==> config.mk <==
export PLATFORM = sky130hd
export DESIGN_NAME = uart_tx
export DESIGN_NICKNAME = d
export VERILOG_FILES = /design/src/rtl/uart_tx.sv
export SDC_FILE = /design/constraint.sdc
export NUM_CORES = 1
export LEC_CHECK = 0
export ABC_CLOCK_PERIOD_IN_PS = 4300
export CAP_MARGIN = 30
export CORE_AREA = 5 5 57 71
export CTS_CLUSTER_DIAMETER = 200
export DETAILED_ROUTE_END_ITERATION = 6
export DIE_AREA = 0 0 62 76
export GPL_ROUTABILITY_DRIVEN = 1
export PLACE_DENSITY = 0.55
export SLEW_MARGIN = 20
export SYNTH_ARGS = -nofsm -noshare
export SYNTH_HDL_FRONTEND = slang
export SYNTH_SLANG_ARGS = --single-unit
export TNS_END_PERCENT = 1
==> constraint.sdc <==
create_clock -name clk -period 4.3 [get_ports clk]
set_clock_uncertainty 0.05 [all_clocks]
set_input_delay 1.29 -clock clk [delete_from_list [all_inputs] [get_ports clk]]
set_output_delay 1.29 -clock clk [all_outputs]
set_load 0.03 [all_outputs]
==> src/rtl/uart_tx.sv <==
// uart_tx: 8N1-style serial transmitter paced by a 16x oversampling baud tick
// Ports: clk (rising edge), reset_n (synchronous, active low), s_tick (one-clk 16x baud pulse),
//        tx_start (level-held request), tx_dato_in (byte, sampled on acceptance),
//        tx (serial line, idle high), tx_done (one-clk end-of-frame pulse), tx_busy (frame in progress)
module uart_tx #(
    parameter int DBIT    = 8,
    parameter int SB_TICK = 16
) (
    input  logic       clk,
    input  logic       reset_n,
    input  logic       s_tick,
    input  logic       tx_start,
    input  logic [7:0] tx_dato_in,
    output logic       tx,
    output logic       tx_done,
    output logic       tx_busy
);
    localparam logic [1:0] IDLE  = 2'd0;
    localparam logic [1:0] START = 2'd1;
    localparam logic [1:0] DATA  = 2'd2;
    localparam logic [1:0] STOP  = 2'd3;
    logic [1:0] state, state_n;
    logic [4:0] s_cnt, s_n;
    logic [2:0] n_cnt, n_n;
    logic [7:0] b_reg, b_n;
    logic       armed, armed_n, done_n, tx_reg;
    assign tx = tx_reg;
    always_comb begin
        state_n = state;
        s_n     = s_cnt;
        n_n     = n_cnt;
        b_n     = b_reg;
        armed_n = armed;
        done_n  = 1'b0;
        case (state)
            IDLE: begin
                // armed forces tx_start to be seen low between frames, so a held request sends once
                if (!tx_start) armed_n = 1'b1;
                else if (armed) begin
                    b_n     = tx_dato_in;
                    s_n     = 5'd0;
                    armed_n = 1'b0;
                    state_n = START;
                end
            end
            START: if (s_tick) begin
                if (s_cnt == 5'd15) begin
                    s_n     = 5'd0;
                    n_n     = 3'd0;
                    state_n = DATA;
                end else s_n = s_cnt + 5'd1;
            end
            DATA: if (s_tick) begin
                if (s_cnt == 5'd15) begin
                    s_n = 5'd0;
                    b_n = b_reg >> 1;
                    if (n_cnt == 3'(DBIT - 1)) state_n = STOP;
                    else n_n = n_cnt + 3'd1;
                end else s_n = s_cnt + 5'd1;
            end
            STOP: if (s_tick) begin
                if (s_cnt == 5'(SB_TICK - 1)) begin
                    s_n     = 5'd0;
                    done_n  = 1'b1;
                    state_n = IDLE;
                end else s_n = s_cnt + 5'd1;
            end
        endcase
    end
    // line and busy are derived from the next state so they change on the edge that enters it
    always_ff @(posedge clk) begin
        if (!reset_n) begin
            state   <= IDLE;
            s_cnt   <= 5'd0;
            n_cnt   <= 3'd0;
            b_reg   <= 8'd0;
            armed   <= 1'b1;
            tx_reg  <= 1'b1;
            tx_done <= 1'b0;
            tx_busy <= 1'b0;
        end else begin
            state   <= state_n;
            s_cnt   <= s_n;
            n_cnt   <= n_n;
            b_reg   <= b_n;
            armed   <= armed_n;
            tx_reg  <= (state_n == DATA) ? b_n[0] : (state_n != START);
            tx_done <= done_n;
            tx_busy <= state_n != IDLE;
        end
    end
endmodule

Yosys cells after proc, flatten, opt, wreduce, memory -nomap -nowiden
Index checks and enable logic that the tools add are counted.
- register bits after elaboration: 22
- input port bits: 12
- output and inout port bits: 3
- word-level logic and storage cells: 64
- add/sub/neg operators: 2
- eq/ne operators: 15
- mux-type cells: 29
- reductions and logical operators: 9
- operator list (kind ; count):
    $mux 8 ; 4
    $mux 5 ; 4
    $mux 2 ; 9
    $pmux 8 s2 ; 1
    $mux 3 ; 5
    $ne 2x2->1 const B ; 7
    $pmux 5 s2 ; 1
    $pmux 2 s4 ; 1
    $eq 2x2->1 const B ; 3
    $pmux 3 s2 ; 1
    $reduce_and 3->1 ; 2
    $reduce_and 6->1 ; 1
    $reduce_bool 2->1 ; 3
    $add 5x1->5 const B ; 1
    $eq 5x4->1 const B ; 1
    $reduce_and 5->1 ; 1
    $ne 2x1->1 const B ; 2
    $add 3x1->3 const B ; 1
    $eq 3x3->1 const B ; 1
    $mux 1 ; 3
    $reduce_or 3->1 ; 1
    $eq 2x1->1 const B ; 1
    $logic_not 2->1 ; 1

Logic depth before layout (Yosys ltp)
- depth in word-level cells: 7
- gate-level depth with buffers: 7

Worst setup path after synthesis
OpenSTA, ideal clock, no wires.
- path kind: input -> register
- start: input port s_tick
- end: register tx_reg, in the netlist tx
- library setup time: 136 ps
- data arrival time: 2075 ps
- data required time: 4114 ps
- setup slack: 2039 ps
- stages on the path: 5
- cell sequence: and2b_2 and3_1 buf_6 a2111oi_2 a41oi_2
- cells in the longest elaborated chain, start to end: 4
- elaborated cells on any way between the ends: 9
- those cells by class: eq/ne: 2; mux: 7
- ends and longest elaborated chain (item ; line ; RTL):
    start: declaration ; 11 ; input logic s_tick,
    $mux 2 (on tied branches) ; 61, 46, 53 ;
    $pmux 2 s4 ; 35 ; case (state)
    $ne 2x1->1 / $eq 2x2->1 (equally long branches) ; 87 ; tx_reg <= (state_n == DATA) ? b_n[0] : (state_n != START);
    $mux 1 (*) ; 87 ;
    end signal: assignment ; 87 ;
    end: declaration ; 26 ; logic armed, armed_n, done_n, tx_reg;
Every way passes the cells marked *; elsewhere a longest branch is shown, timed or not. The select of a mux whose other input is x is not followed.
A chain may end at the register's enable or synchronous reset.

Final worst setup path
- start: input port tx_start
- end: register b_reg[4]
- cells in the longest elaborated chain, start to end: 2
- ends and longest elaborated chain (item ; line ; RTL):
    start: declaration ; 12 ; input logic tx_start,
    $ne 2x2->1 (no line) ; n/a ;
    $reduce_and 5->1 (no line) ; n/a ;
    end signal: assignment ; 85 ; b_reg <= b_n;
    end: declaration ; 25 ; logic [7:0] b_reg, b_n;
No other way between the ends.

==> metrics.txt <==
cell count of the worst hold path 2; Initial Util between 30% and 40%; most numerous cell types in the synthesized netlist 22 x sky130_fd_sc_hd__dfxtp_1, 15 x sky130_fd_sc_hd__nand2_1, 13 x sky130_fd_sc_hd__a21oi_1; post-synthesis instance area 0.00110 mm²; share of the synthesized area in the top cell type 40.1%; kind of start point of the critical path input port; crit path capture type register; # IOs 15; total via count after detailed routing 885; H-tree lvl count 1; CP required 4.45 ns; Final Setup Violations 0; largest net degree at the start of global routing 19; # diodes 0; number of cells upsized or downsized after cts 0; GRT overflow 0; count of placed standard cells in the final layout, fillers left out roughly 170; number of synthesized flops with an enable pin 0; status complete, no violations; Via-to-Cell Ratio a little over 5; Die Span X 62 µm; max incr delay on CP 0.47 ns; Max stage delay cell, worst path sky130_fd_sc_hd__clkdlybuf4s50_1; library cell occupying the most area in the post-synthesis netlist sky130_fd_sc_hd__dfxtp_1; minimum period implied by the final worst setup slack 2.63 ns; Final Hold Violating Endpoints 0; post-CTS setup buffer count 0; WL final roughly 2200 µm; antenna violations before repair 0; average footprint of a synthesized cell around 9 µm²; sinks on the clock net 22; TritonCTS clock tree done; number of flip-flops under the largest register name 8; number of global-route vias before repair 849; later-pin clock latency in the skew report 0.27 ns; Total Die Area approximately 0.0047 mm²; biggest area contributors in the synthesized netlist sky130_fd_sc_hd__dfxtp_1 40%, sky130_fd_sc_hd__a21oi_1 5.9%, sky130_fd_sc_hd__nand2_1 5.1%; number of pins with negative max-slew slack in the final report 0; number of placed instances with taps included 169; Synthesized Nets roughly 140; async set-reset flop share out of synthesis 0%; total routing usage reported by global routing 10.6%; fraction of power spent switching nets 22.2%; kind of cell with the highest combined delay on the critical path compound AO/OA/AOI/OAI gates; clock-pin transition on the worst setup and hold timing paths 0.09 ns; Port Buf Inserts 14; maximum clock path buffer count 2; most frequent cell after synthesis sky130_fd_sc_hd__dfxtp_1; register bit total from synthesis 22; first-pass GRT wire length 3850 µm; highest fanout seen on the critical path 14; leading register cell type out of synthesis sky130_fd_sc_hd__dfxtp_1; number of buffers and inverters on the critical path 1; post-route worst hold slack 0.410 ns; violation count after the first detailed-routing iteration 23; crit path kind in -> reg; Worst Setup EP b_reg[4]$_SDFFE_PN0P_; max-cap violations 0; leakage power figure ~0.46 nW; final worst path period share 61.2%; startpoint of the worst register-to-register path state[1]$_SDFF_PN0_; Register-to-Register Path Depth 4; y dimension of the die 76 µm; depth of the critical timing path with buffers and inverters included 5; worst hold path class reg -> reg; slew at the pin closest to its max-slew limit 0.572 ns; net switching component of the power 0.104 mW; setup repair after global routing missed its margin no; detailed-placement wirelength estimate 1630 µm; number of cell rows 24; sequential share of power between 40% and 50%; Post-layout nets 150; buffer cell driving the clock tree root sky130_fd_sc_hd__clkbuf_8; power share of the clock group 41.8%; CTS Hold Buffers Added 0; YS warnings 0; cell chain of the critical path clkdlybuf4s50_1 -> and4bb_4 -> a31oi_1 -> nand2_1 -> a21oi_1; area growth from synthesis to final layout 19.4%; max frequency roughly 380 MHz; routed length per placed instance 12.8 µm; length of the first detailed-routing pass in iterations 4; part of the Yosys area used for sequential elements 40.1%; Int Pwr about 0.36 mW; PD cells 356 mW/mm²; sum of negative setup slack 0 ns; setup slack, reg-to-reg 2.44 ns; gate count after technology mapping 122; Yosys cell types 42; number of nets with antenna violations after routing 0; number of buffers created by CTS 3; Final Wtd Congestion 0.775; area of the core region 0.00336 mm²; Design Power 0.467 mW; Critical Path AT 2.79 ns; capture point of the worst reg-to-reg path b_reg[4]$_SDFFE_PN0P_; Remaining DRCs 0; worst voltage drop across the vdd grid 0.000196 V; Slew headroom 61.7%; fraction of power consumed by combinational cells 11.3%; critical path launch point tx_start; fraction of layout instances using a drive strength above 1 9.70%
==> through the flow <==
step	cell area, µm²	worst slack, ns	utilization [%]
floorplan	1100	2.04	-
global placement	1240	1.44	36.8
detailed placement	1240	1.42	36.8
CTS	1310	1.69	39.0
global route	1310	1.60	39.0
finish	1310	1.67	39.0
==> power groups by stage <==
stage               clock network, mW  logic, mW  registers, mW
floorplan                           0     0.0324          0.224
global placement                    0     0.0523          0.224
detailed placement                  0     0.0531          0.224
CTS                             0.199     0.0534          0.219
global route                    0.210     0.0584          0.221
finish                          0.195     0.0528          0.219
==> how the worst min path moves through the flow <==
stage / start / to / slack, ns
2_1_floorplan: n_cnt[1]$_SDFFE_PN0P_ / n_cnt[1]$_SDFFE_PN0P_ / 0.39
3_3_place_gp: n_cnt[2]$_SDFFE_PN0P_ / n_cnt[2]$_SDFFE_PN0P_ / 0.39
3_5_place_dp: b_reg[3]$_SDFFE_PN0P_ / b_reg[3]$_SDFFE_PN0P_ / 0.40
4_1_cts: b_reg[3]$_SDFFE_PN0P_ / b_reg[3]$_SDFFE_PN0P_ / 0.42
5_1_grt: n_cnt[1]$_SDFFE_PN0P_ / n_cnt[1]$_SDFFE_PN0P_ / 0.44
6_report: n_cnt[1]$_SDFFE_PN0P_ / n_cnt[1]$_SDFFE_PN0P_ / 0.41
==> routing by layer <==
metal,wire (µm),global-route usage (%),vias to the layer above
li1,-,-,464
met1,994,13.7,400
met2,1080,16.1,16
met3,98,2.54,5
met4,45,5.10,0
met5,0,0,-
==> kinds of logic after synthesis <==
logic type      share of synthesized area [%]
compound gates                           22.6
xor+xnor                                 2.39
fa+ha+maj                                3.42
buf+inv                                  5.70
flops                                    40.1
simple gates                             25.8
==> area by class of cell <==
cell class / count / area (µm²)
Fill cell: 343 / 2050
Multi-Input combinational cell: 91 / 594
Sequential cell: 22 / 440
Timing Repair Buffer: 15 / 148
Tap cell: 39 / 48.8
Clock buffer: 3 / 41.3
Clock inverter: 1 / 30.0
Inverter: 2 / 7.51
==> worst min-delay path, stage by stage, from the launching register on <==
cell	delay, ns
sky130_fd_sc_hd__dfxtp_1	0.32
sky130_fd_sc_hd__nand2_1	0.05
sky130_fd_sc_hd__a21oi_1	0.05
==> cells in the final DEF, fill, tap and decap left out, types with 2 or more instances in the layout <==
| cell type | synthesis | layout |
|---|---|---|
| sky130_fd_sc_hd__dfxtp_1 | 22 | 22 |
| sky130_fd_sc_hd__nand2_1 | 15 | 15 |
| sky130_fd_sc_hd__clkdlybuf4s50_1 | 0 | 14 |
| sky130_fd_sc_hd__a21oi_1 | 13 | 13 |
| sky130_fd_sc_hd__nor2_1 | 9 | 9 |
| sky130_fd_sc_hd__a22oi_1 | 7 | 7 |
| sky130_fd_sc_hd__and3_1 | 4 | 4 |
| sky130_fd_sc_hd__nand2b_1 | 4 | 4 |
| sky130_fd_sc_hd__nor2b_1 | 3 | 3 |
| sky130_fd_sc_hd__a31oi_1 | 3 | 3 |
| sky130_fd_sc_hd__ha_1 | 3 | 3 |
| sky130_fd_sc_hd__clkbuf_8 | 0 | 3 |
| sky130_fd_sc_hd__nor3_2 | 2 | 2 |
| sky130_fd_sc_hd__nand3b_1 | 2 | 2 |
| sky130_fd_sc_hd__xnor2_1 | 2 | 2 |
| sky130_fd_sc_hd__or2_1 | 2 | 2 |
Power figures use the tool's default switching activity.
